<file path="src/rtl/hamming15_pkg.sv">
// Shared geometry, types and the data-position map for the Hamming(15,11) code.
// Code position p (1..15) lives at codeword bit p-1.
package hamming15_pkg;

  localparam int CODE_W = 15;
  localparam int DATA_W = 11;
  localparam int SYN_W  = 4;

  typedef logic [CODE_W-1:0] code_t;
  typedef logic [DATA_W-1:0] data_t;

  // Parity position k doubles as the mask selecting the positions it covers.
  localparam int PARITY_POS [SYN_W]  = '{1, 2, 4, 8};
  localparam int DATA_POS   [DATA_W] = '{3, 5, 6, 7, 9, 10, 11, 12, 13, 14, 15};

  function automatic data_t extract_data(input code_t code);
    data_t data;
    data = '0;
    for (int i = 0; i < DATA_W; i++) begin
      data[i] = code[DATA_POS[i]-1];
    end
    return data;
  endfunction

endpackage

</file>
<file path="src/rtl/hamming15_syndrome.sv">
// Combinational Hamming(15,11) syndrome: the value is the position of a single
// flipped bit, or zero for a clean codeword.
module hamming15_syndrome
  import hamming15_pkg::*;
(
  input  logic [CODE_W-1:0] code,
  output logic [SYN_W-1:0]  syndrome
);

  always_comb begin
    syndrome = '0;
    for (int k = 0; k < SYN_W; k++) begin
      for (int i = 0; i < CODE_W; i++) begin
        if (((i + 1) & PARITY_POS[k]) != 0) begin
          syndrome[k] = syndrome[k] ^ code[i];
        end
      end
    end
  end

endmodule

</file>
<file path="src/rtl/hamming15_dec.sv">
// Two-stage valid/ready Hamming(15,11) single-error-correcting decoder.
// Define HAMMING15_DEC_STATS_EN to build the saturating corrected-word counter.
module hamming15_dec
  import hamming15_pkg::*;
(
  input  logic              clock,
  input  logic              rst_n,
  input  logic              in_valid,
  output logic              in_ready,
  input  logic [CODE_W-1:0] code_in,
  output logic              out_valid,
  input  logic              out_ready,
  output logic [DATA_W-1:0] data_out,
  output logic [SYN_W-1:0]  syndrome,
  output logic              corrected,
  input  logic              err_count_clr,
  output logic [15:0]       err_count
);

  logic [SYN_W-1:0]  syn_in;

  logic              s1_valid;
  logic [CODE_W-1:0] s1_code;
  logic [SYN_W-1:0]  s1_syn;

  logic              s2_valid;
  logic [DATA_W-1:0] s2_data;
  logic [SYN_W-1:0]  s2_syn;
  logic              s2_corr;

  logic              s2_load;
  logic              s1_adv;
  logic [CODE_W-1:0] flip;
  logic [CODE_W-1:0] fixed_code;

  hamming15_syndrome u_syndrome (
    .code     (code_in),
    .syndrome (syn_in)
  );

  assign s2_load  = !s2_valid || out_ready;
  assign s1_adv   = s1_valid && s2_load;
  assign in_ready = !s1_valid || s1_adv;

  // Syndrome is the 1-based position of the bit to invert.
  always_comb begin
    flip = '0;
    if (s1_syn != '0) begin
      flip[s1_syn - 4'd1] = 1'b1;
    end
  end

  assign fixed_code = s1_code ^ flip;

  always_ff @(posedge clock or negedge rst_n) begin
    if (!rst_n) begin
      s1_valid <= 1'b0;
      s1_code  <= '0;
      s1_syn   <= '0;
    end else if (in_ready) begin
      s1_valid <= in_valid;
      if (in_valid) begin
        s1_code <= code_in;
        s1_syn  <= syn_in;
      end
    end
  end

  always_ff @(posedge clock or negedge rst_n) begin
    if (!rst_n) begin
      s2_valid <= 1'b0;
      s2_data  <= '0;
      s2_syn   <= '0;
      s2_corr  <= 1'b0;
    end else if (s2_load) begin
      s2_valid <= s1_valid;
      if (s1_valid) begin
        s2_data <= extract_data(fixed_code);
        s2_syn  <= s1_syn;
        s2_corr <= (s1_syn != '0);
      end
    end
  end

  assign out_valid = s2_valid;
  assign data_out  = s2_data;
  assign syndrome  = s2_syn;
  assign corrected = s2_corr;

`ifdef HAMMING15_DEC_STATS_EN
  logic [15:0] err_cnt_q;

  // Clear wins over a same-cycle increment; the count sticks at all-ones.
  always_ff @(posedge clock or negedge rst_n) begin
    if (!rst_n) begin
      err_cnt_q <= '0;
    end else if (err_count_clr) begin
      err_cnt_q <= '0;
    end else if (s2_valid && out_ready && s2_corr && (err_cnt_q != 16'hFFFF)) begin
      err_cnt_q <= err_cnt_q + 16'd1;
    end
  end

  assign err_count = err_cnt_q;
`else
  logic unused_err_count_clr;
  assign unused_err_count_clr = err_count_clr;
  assign err_count = '0;
`endif

endmodule
</file>
<file path="config.mk">
export PLATFORM = sky130hd
export DESIGN_NAME = hamming15_dec
export DESIGN_NICKNAME = d
export VERILOG_FILES = /design/src/rtl/hamming15_pkg.sv /design/src/rtl/hamming15_syndrome.sv /design/src/rtl/hamming15_dec.sv
export SDC_FILE = /design/constraint.sdc
export NUM_CORES = 1
export LEC_CHECK = 0
export BUFFER_PORTS_ARGS = -buffer_cell sky130_fd_sc_hd__buf_4
export CORE_MARGIN = 5
export CORE_UTILIZATION = 50
export CTS_CLUSTER_SIZE = 8
export DETAILED_ROUTE_END_ITERATION = 10
export GPL_ROUTABILITY_DRIVEN = 0
export PLACE_DENSITY_LB_ADDON = 0.3
export SYNTH_ARGS = -nofsm -noshare
export SYNTH_HDL_FRONTEND = slang
export SYNTH_SLANG_ARGS = --single-unit
</file>
<file path="constraint.sdc">
create_clock -name clock -period 1.3 [get_ports clock]
set_input_delay 0.065 -clock clock [delete_from_list [all_inputs] [get_ports clock]]
set_output_delay 0.065 -clock clock [all_outputs]
set_load 0.1 [all_outputs]
</file>
# ---- Word-level counts from Yosys, hierarchy flattened
# Cells that the tools add are included.
dict set report word_totals {
  reg_bits 37
  inputBits 20
  output_inout_bits 34
  elab_cells 51
}
dict set report classes {
  n_addsub 1
  magnitude_cmp 2
  mux 3
  n_bitwise 29
  reduce_logical 9
}
# cell n
set ops {}
lappend ops {{1-bit XOR} 28}
lappend ops {{15-bit 2-to-1 mux} 1}
lappend ops {{15-bit XOR} 1}
lappend ops {{4-bit by 5-bit less-than comparator with 1-bit output (second input constant)} 1}
lappend ops {{1-bit demux with 4-bit select} 1}
lappend ops {{4-bit by 1-bit greater-or-equal comparator with 1-bit output (second input constant)} 1}
lappend ops {{2-bit AND reduction} 2}
lappend ops {{4-bit nonzero test} 1}
lappend ops {{4-bit by 1-bit subtractor with 4-bit output (second input constant)} 1}
lappend ops {{1-bit logical AND} 2}
lappend ops {{1-bit logical NOT} 2}
lappend ops {{1-bit logical OR} 2}
lappend ops {{1-bit 2-to-1 mux} 1}

# ---- Depth between registers and ports, before layout
dict set report logic_depth {
  word_depth 7
  mapped_depth 5
  depth_no_buf 4
}

# ---- By module
# A second synthesis with hierarchy kept.
dict set report unflattened {
  cells_unflattened 153
  hier_area_um2 1905.6
}
# module instances cells_per_inst area_per_inst_um2 seq_area_each_um2
set by_module_without_submodules {}
lappend by_module_without_submodules {hamming15_dec 1 131 1690.4 825.8}
lappend by_module_without_submodules {hamming15_syndrome 1 22 215.2 0.0}

# ---- Least setup slack after synthesis
# OpenSTA, ideal clock, no wires.
dict set report synth_path {
  path_type {reg2reg}
  from {register s2_valid, in the netlist out_valid}
  to {register s1_code[8]}
  setup_ps 125
  arrival_time_ps 2519
  required_ps 1175
  path_slack_ps -1343
  stages_incl_launch_ff 5
  n_path_buf 1
  synth_period_minus_slack_ps 2643
  cell_sequence {dfrtp_1 nand3b_2 nand2_4 buf_6 mux2_2}
}
dict set report synth_via {
  elab_chain_len 5
}
# element line_no
set synth_rtl {}
lappend synth_rtl {{start: declaration} hamming15_dec.sv:26} ;# logic s2_valid;
lappend synth_rtl {{start signal: assignment} hamming15_dec.sv:76} ;# s2_valid <= s1_valid;
lappend synth_rtl {{1-bit logical NOT} hamming15_dec.sv:41} ;# assign s2_load = !s2_valid || out_ready;
lappend synth_rtl {{1-bit logical OR} hamming15_dec.sv:41}
lappend synth_rtl {{1-bit logical AND} hamming15_dec.sv:42} ;# assign s1_adv = s1_valid && s2_load;
lappend synth_rtl {{1-bit logical OR} hamming15_dec.sv:43} ;# assign in_ready = !s1_valid || s1_adv;
lappend synth_rtl {{named net in_ready} hamming15_dec.sv:9} ;# output logic in_ready,
lappend synth_rtl {{2-bit AND reduction (no source line)} n/a}
lappend synth_rtl {{end signal: assignment} hamming15_dec.sv:63} ;# s1_code <= code_in;
lappend synth_rtl {{end: declaration} hamming15_dec.sv:23} ;# logic [CODE_W-1:0] s1_code;
# The timed path passes the listed nets, and every way through them passes these cells.
# A chain may end at the register's enable or synchronous reset.

# ---- Final worst setup path
dict set report layout_path {
  from {register s2_valid, in the netlist out_valid}
  to {output port in_ready}
}
dict set report layout_via {
  elab_chain_len 4
}
# element line_no
set layout_rtl {}
lappend layout_rtl {{1-bit logical NOT} hamming15_dec.sv:41}
lappend layout_rtl {{1-bit logical OR} hamming15_dec.sv:41}
lappend layout_rtl {{1-bit logical AND} hamming15_dec.sv:42}
lappend layout_rtl {{1-bit logical OR} hamming15_dec.sv:43}
lappend layout_rtl {{end: declaration} hamming15_dec.sv:9}
# Every way passes these cells.

==> metrics.txt <==
M3 GR Usage=0.0502; synthesized cell area=1720 um^2; Port Buf Inserts=36; Final Cycle Share=0.969; Die Area=4710 um^2; largest cells by area after synthesis=dfrtp_1 48%, xnor2_1 14%, mux2_2 9.8%; Reg-to-Reg Start=s1_valid; Mapped Avg Cell Area=10.9 um^2; number of cells on the worst reg-to-reg path=3; Initial Util=0.514; clock buffer depth=2; DP HPWL=2.49 mm; Post-synth EDFFs=0; antenna viol nets, final=0; Crit. End Element=output pin; Total GRT Usage=0.158; area added between synthesis and finish=30.0%; first-pass GRT wire length=5.29 mm; Yosys reg bits=33; total grt overflow=0; Num Clock Sinks=33; clock root cell=clkbuf_4; Max Cap Viol=0; Core ar.=3340 um^2; count of final setup violators=0; Final Max Tran Viols=0; reg-to-reg slack, setup=0.07 ns; hold path endpoint=out_valid; Die H=68.6 um; unique cell type count in the Yosys netlist=20; top fanout value on the critical path=3; GR Util met2=0.267; CTS buffer count=5; Max VDD drop=0.000869 V; CP Class=flop to output pin; clk_lat worst skew=0.33 ns; Routed WL=3.14 mm; most common cell after layout, fill and taps aside=buf_4; initial drt markers=40; final hold vios=0; Hold Path Origin=out_ready; first-pass iteration count of the detailed router=4; max incr delay on CP=0.52 ns; hold depth=3; gr busiest metal=met2; detail-routed net length per standard cell=12.0 um; routed vias/inst=4.61; final net count=234; Max Freq=794 MHz; cells along the critical path=nand3b_4 -> buf_8; Power Total=0.00460 W; share of layout cells above drive strength 1=0.312; share of the synthesized area in the top cell type=0.481; Die X=68.6 um; largest net degree at the start of global routing=34; number of H-tree levels=2; num rows=21; register area share after synthesis=0.481; CP max stage cell=dfrtp_4; ant diodes=0; via count=1202; postcts setup bufs=0; initial antenna violation count=0; reg-to-reg endpoint=s1_code[12]; Yosys Warn Count=0; PD cells=2060 nW/um^2; Yosys top cell by area=dfrtp_1; final hold slack=0.0475 ns; clock slew at reported path FFs=0.09 ns; Clock Skews=0.00315 ns; Mapped Cells=157; most frequent cells in the layout=40 x buf_4, 32 x dfrtp_1, 27 x xnor2_1; crit path DAT=1.20 ns; min-delay worst type=input port to flop; CTS tree=built; Critical Path RT=1.24 ns; number of top-level pins=54; vias in the first global route=1188; fraction of registers with async set/reset=1.00; status=finished clean; RSZ-0062 raised after global routing=true; met1 Track Usage GR=0.181; Worst setup SP type=flop; final core occ=0.669; DRC Markers=0; top_reg_cell synth=dfrtp_1; Pleak=0.998 nW; Final min period=1.26 ns
-- registers in the layout, summed over array words and instances, names as in the netlist --
signal     cells
data_out      11
s1_code       11
s1_syn         4
syndrome       4
corrected      1
out_valid      1
s1_valid       1
-- Yosys cell counts, types with 2 or more instances --
master and n:
dfrtp_1 33, xnor2_1 27, nand2_1 19, buf_4 16, mux2_2 15, o21ai_1 9, nand2b_1 7, o21ai_0 7
xor2_1 5, nor2_1 4, or2_1 4, buf_2 2, nor3_1 2
-- worst max-delay path, delay by kind of cell (launching register included) --
kind | cells | cell delay (ns)
buffers and inverters | 1 | 0.21
DFF | 1 | 0.52
and+or+nand+nor | 1 | 0.13
-- logic make-up (layout without fill, tap and decap cells) --
logic type / count (synthesis) / in the layout / share of synthesized area
muxes: 15 / 15 / 0.0984
other: 1 / 16 / 0.00218
AOI/OAI and AO/OA: 16 / 16 / 0.0466
and+or+nand+nor: 40 / 40 / 0.117
buffers and inverters: 19 / 62 / 0.0824
DFF: 33 / 33 / 0.481
xor gates and xnor gates: 33 / 33 / 0.173
-- stage by stage --
step           setup slack (ns)  instances  area [um^2]  TNS (ns)
6_report                 0.0398        261         2230         0
5_1_grt                 -0.0114        261         2230   -0.0114
4_1_cts                  0.0137        261         2210         0
3_5_place_dp             0.0527        240         2030         0
3_3_place_gp             0.0803        240         2030         0
2_1_floorplan            -0.456        172         1810     -5.45
-- final cells by class --
| class | instances | area [um^2] |
|---|---|---|
| Clock buffer | 8 | 48.8 |
| Fill cell | 258 | 1110 |
| Multi-Input combinational cell | 120 | 850 |
| Sequential cell | 33 | 830 |
| Tap cell | 46 | 57.6 |
| Timing Repair Buffer | 54 | 445 |
-- routing by layer --
layer,wire (um),up-vias
met5,0,-
met4,61,0
met3,237,4
met2,1560,41
met1,1280,564
li1,-,593
-- what timing repair did --
action                                 CTS  global route
setup endpoints to repair                1            10
gates resized for setup                  1             4
cloned                                   0             0
endpoints found under the hold margin   45             0
hold buffers                            13             0
-- worst max path at each step --
stage                        to  slack, ns       from
global placement    data_out[4]       0.08  out_valid
detailed placement  data_out[4]       0.05  out_valid
CTS                    in_ready       0.01  out_valid
finish                 in_ready       0.04  out_valid
global route           in_ready      -0.01  out_valid
floorplan            s1_code[8]      -0.46  out_valid
-- power by group --
| part | internal (W) | switching, W | leakage [nW] |
|---|---|---|---|
| sequential | 0.00129 | 0.000190 | 0.394 |
| combinational | 0.000676 | 0.00191 | 0.577 |
| clock | 0.000215 | 0.000313 | 0.0265 |
Power figures use the tool's default switching activity.
